**src/rtl/if_fetch_unit.sv**
```systemverilog
// if_fetch_unit: instruction fetch stage owning the PC, driving the ROM and filling the IF/ID register
module if_fetch_unit #(
  parameter logic [31:0] RESET_PC = 32'h0000_0000
) (
  input  logic        clk,
  input  logic        rst,
  input  logic        stall_pc,
  input  logic        stall_ifid,
  input  logic        flush,
  input  logic        branch_flag_i,
  input  logic [31:0] branch_target_i,
  input  logic [31:0] rom_inst_i,
  output logic        rom_ce_o,
  output logic [31:0] rom_addr_o,
  output logic [31:0] id_pc_o,
  output logic [31:0] id_inst_o,
  output logic        id_valid_o,
  output logic [31:0] fetch_count_o
);
  typedef enum logic [1:0] {IDLE, RUN, HOLD} state_t;
  state_t state, state_n;
  logic [31:0] pc, pc_n, pend_tgt, tgt;
  logic pend_v, active, advance, squash, capture;
  always_comb begin
    state_n = state == IDLE ? RUN : (stall_pc ? HOLD : RUN);
    active = state != IDLE;
    advance = active && !stall_pc;
    tgt = {branch_target_i[31:2], 2'b00};
    pc_n = (pend_v && !flush) ? pend_tgt : (branch_flag_i ? tgt : pc + 32'd4);
`ifdef FETCH_DELAY_SLOT_EN
    squash = 1'b0;
`else
    squash = branch_flag_i || pend_v;
`endif
    capture = !flush && !stall_ifid && !stall_pc && active && !squash;
  end
  assign rom_ce_o = active;
  assign rom_addr_o = pc;
  always_ff @(posedge clk) begin
    if (rst) begin
      state <= IDLE;
      pc <= RESET_PC;
      pend_v <= 1'b0;
      pend_tgt <= 32'd0;
      id_pc_o <= 32'd0;
      id_inst_o <= 32'd0;
      id_valid_o <= 1'b0;
      fetch_count_o <= 32'd0;
    end else begin
      state <= state_n;
      if (advance) pc <= pc_n;
      pend_v <= flush ? 1'b0 : (branch_flag_i && stall_pc) ? 1'b1 : advance ? 1'b0 : pend_v;
      if (branch_flag_i && stall_pc) pend_tgt <= tgt;
      if (capture) begin
        id_pc_o <= pc;
        id_inst_o <= rom_inst_i;
        id_valid_o <= 1'b1;
        fetch_count_o <= fetch_count_o + 32'd1;
      end else if (flush || !stall_ifid) begin
        id_pc_o <= 32'd0;
        id_inst_o <= 32'd0;
        id_valid_o <= 1'b0;
      end
    end
  end
endmodule

```
**config.mk**
```make
export PLATFORM = sky130hd
export DESIGN_NAME = if_fetch_unit
export DESIGN_NICKNAME = d
export VERILOG_FILES = /design/src/rtl/if_fetch_unit.sv
export SDC_FILE = /design/constraint.sdc
export NUM_CORES = 1
export LEC_CHECK = 0
export CORE_MARGIN = 5
export CORE_UTILIZATION = 45
export CTS_BUF_LIST = sky130_fd_sc_hd__clkbuf_8
export DETAILED_ROUTE_END_ITERATION = 8
export GPL_ROUTABILITY_DRIVEN = 0
export PLACE_DENSITY = 0.79
export SLEW_MARGIN = 10
export SYNTH_ARGS = -nofsm -noshare
export SYNTH_HDL_FRONTEND = slang
export SYNTH_SLANG_ARGS = --single-unit
```
**constraint.sdc**
```tcl
create_clock -name clk -period 2.1 [get_ports clk]
set_clock_uncertainty 0.1 [all_clocks]
set_input_delay 0.63 -clock clk [delete_from_list [all_inputs] [get_ports clk]]
set_output_delay 0.63 -clock clk [all_outputs]
set_load 0.01 [all_outputs]
```
==> results.py <==
metrics = {
    "drt": {
        "drt_pass1_iterations": 5,
        "num_vias": 7154,
        "wl_um": 22180,
        "via_per_inst": 5.469,
        "drtIter0Drc": 776,
        "drc": 0,
        "ant_nets": 0,
        "wire_per_inst_um": 16.96,
    },
    "yosys": {
        "synth-main-ff-cell": "dfxtp_1",
        "yosys_warnings": 0,
        "synthTopCellsByArea": "dfxtp_1, a22oi_1, a21oi_1",
        "muxShareOfSynthArea": 0.008724,
        "yosysTopAreaCellShare": 0.4501,
        "ys_ff_latch": 158,
        "synth_compound_gate_area_share": 0.1973,
        "synth_cell_types": 63,
        "avgSynthCellArea_um2": 8.278,
        "seq_area_frac_synth": 0.4501,
        "async_reset_ff_frac": 0,
        "synth_area_um2": 7028,
        "synth-simple-area-share": 0.2460,
        "synth_top_family_by_area": "simple AND/OR/NAND/NOR gates",
        "netlist.top_cell.by_area": "dfxtp_1",
        "synth-xor-area-share": 0.04237,
        "synth_fa_ha_area_frac": 0.003561,
        "netlist_instances": 849,
        "synth_edf_count": 0,
    },
    "timing": {
        "slew_viol_final": 0,
        "fin_crit_sh": 0.9756,
        "fin_ws_ns": 0.05124,
        "max_clock_freq_mhz": 488.1,
        "finalHoldViolCount": 0,
        "hold-worst-slack_ns": 0.3580,
        "period_minus_slack_ns": 2.049,
        "setup_viol": 0,
    },
    "placed_design": {
        "port_buffers": 193,
        "placed_cell_area_um2": 9684,
        "dp_slack_ns": -0.4838,
        "hpwl_um": 15310,
    },
    "clock_tree": {
        "cts_buffers": 17,
        "insertion_delay_ns": 0.45,
        "cts-root-buf": "clkbuf_8",
        "cts_htree_levels": 4,
        "cts_hold_buffers": 0,
        "clk_pin_slew_ns": 0.08,
        "cts_tree": "built",
        "cts_buffer_depth": 2,
        "cts.sinks": 158,
    },
    "worst_setup_path": {
        "crit_path_max_incr_delay_ns": 0.54,
        "required_ns": 1.37,
        "cp_max_fo": 2,
        "path_class": "register to output port",
        "crit_family": "buffers and inverters",
        "critPathCaptureType": "output port",
        "worstPathArrival_ns": 1.32,
        "cp.buffers_inverters": 1,
        "cp_slowest_cell": "clkdlybuf4s50_1",
        "startpoint_type": "register",
        "path_cells": "clkdlybuf4s50_1",
    },
    "floorplan": {
        "coreArea_um2": 15260,
        "ios": 200,
        "die_w_um": 135.0,
        "die_area_um2": 18220,
        "row_count": 45,
        "fp.dieH_um": 135.0,
        "start_util": 0.4606,
    },
    "final_layout": {
        "final_cell_mix": "dfxtp_1, nor2_1, nand2_1",
        "fin_area_um2": 10220,
        "nNetsFinal": 1155,
        "seq_area_um2": 3202,
        "multiInputGateArea_um2": 3608,
        "final_common_cell": "dfxtp_1",
        "area_growth_pct": 45.49,
        "drive_above_1_share": 0.1661,
        "nFillCells": 1280,
    },
    "global_route": {
        "grt_pass1_vias": 6658,
        "grt_max_degree": 45,
        "track_usage": 0.2333,
        "grt.overflow.total": 0,
        "grt_pass1_wl_um": 34740,
        "antenna_found_initial": 2,
    },
    "run_status": {
        "outcome": "completed",
    },
    "power": {
        "p_leak_nw": 4.862,
        "ir_worst_vdd_mv": 0.3762,
        "finalPower_mw": 6.238,
        "cellPowerDensity_nw_per_um2": 610.1,
    },
    "job": {
        "drv_cap": 0,
    },
    "min_path": {
        "holdCritPathClass": "register to register",
    },
}
[report_power, final]
group	internal, mW	leakage [nW]	switching (mW)
Clock	1.22	0.214	1.13
Combinational	0.358	3.35	0.393
Sequential	3.07	1.29	0.0672
[layer usage]
layer  share of wire  global-route usage
met1            0.42              0.3008
met2            0.48              0.3741
met3           0.074             0.05961
met4           0.026             0.09462
met5         0.00059                   0
[logic make-up (layout without fill, tap and decap cells)]
logic type	Yosys count	count (layout)
compound gates	219	219
fa+ha+maj	2	2
xor+xnor	34	34
flops	158	158
mux	6	6
simple gates	344	344
other cells	1	5
buf+inv	85	329
[cell usage after synthesis, types with 9 or more instances]
cell      number
a21oi_1       85
a22oi_1       64
and3_1         9
buf_2         19
clkbuf_1      43
dfxtp_1      158
inv_1         13
nand2_1      100
nand3_1       33
nand4_1       26
nor2_1       113
o21ai_0       27
xor2_1        28
[timing repair]
item                                    CTS  global route
gates cloned                              0             1
endpoints found under the setup margin   89           118
hold endpoints to repair                  0             0
pin swaps                                 0             8
gates resized for setup                 117            55
buffers inserted                          0             2
[through the flow]
| stage | TNS, ns | cells | util |
|---|---|---|---|
| final | 0 | 1308 | 0.6701 |
| after CTS | -0.002401 | 1304 | 0.6575 |
| after global placement | -42.27 | 1272 | 0.6347 |
| after floorplan | 0 | 852 | - |
| after detailed placement | -43.95 | 1272 | 0.6347 |
| after global routing | -0.01080 | 1308 | 0.6701 |
[state kept, by name, summed over array words and instances, names as in the netlist]
register / count
pend_tgt: 30
id_pc_o: 30
fetch_count_o: 32
pend_v: 1
id_inst_o: 32
state: 2
rom_addr_o: 30
id_valid_o: 1
[area by class of cell]
type	instances	area share
inverter	13	0.004772
antenna	1	0.0002447
sequential	158	0.3131
clock buffer	19	0.02558
timing repair buffer	284	0.2632
clock inverter	13	0.01432
multi-input combinational	609	0.3529
tap	211	0.02582
[final timing paths]
| check | slack (ns) | start | depth (start not counted) | end |
|---|---|---|---|---|
| setup / recovery | 0.05 | id_pc_o[11] | 1 | id_pc_o[11] |
| hold / removal | 0.36 | pend_tgt[31] | 2 | pend_tgt[31] |
| setup reg to reg | 0.13 | rom_addr_o[3] | 7 | rom_addr_o[16] |
| hold reg to reg | 0.36 | pend_tgt[31] | 2 | pend_tgt[31] |
No activity file was read; power rests on OpenSTA's default activity.
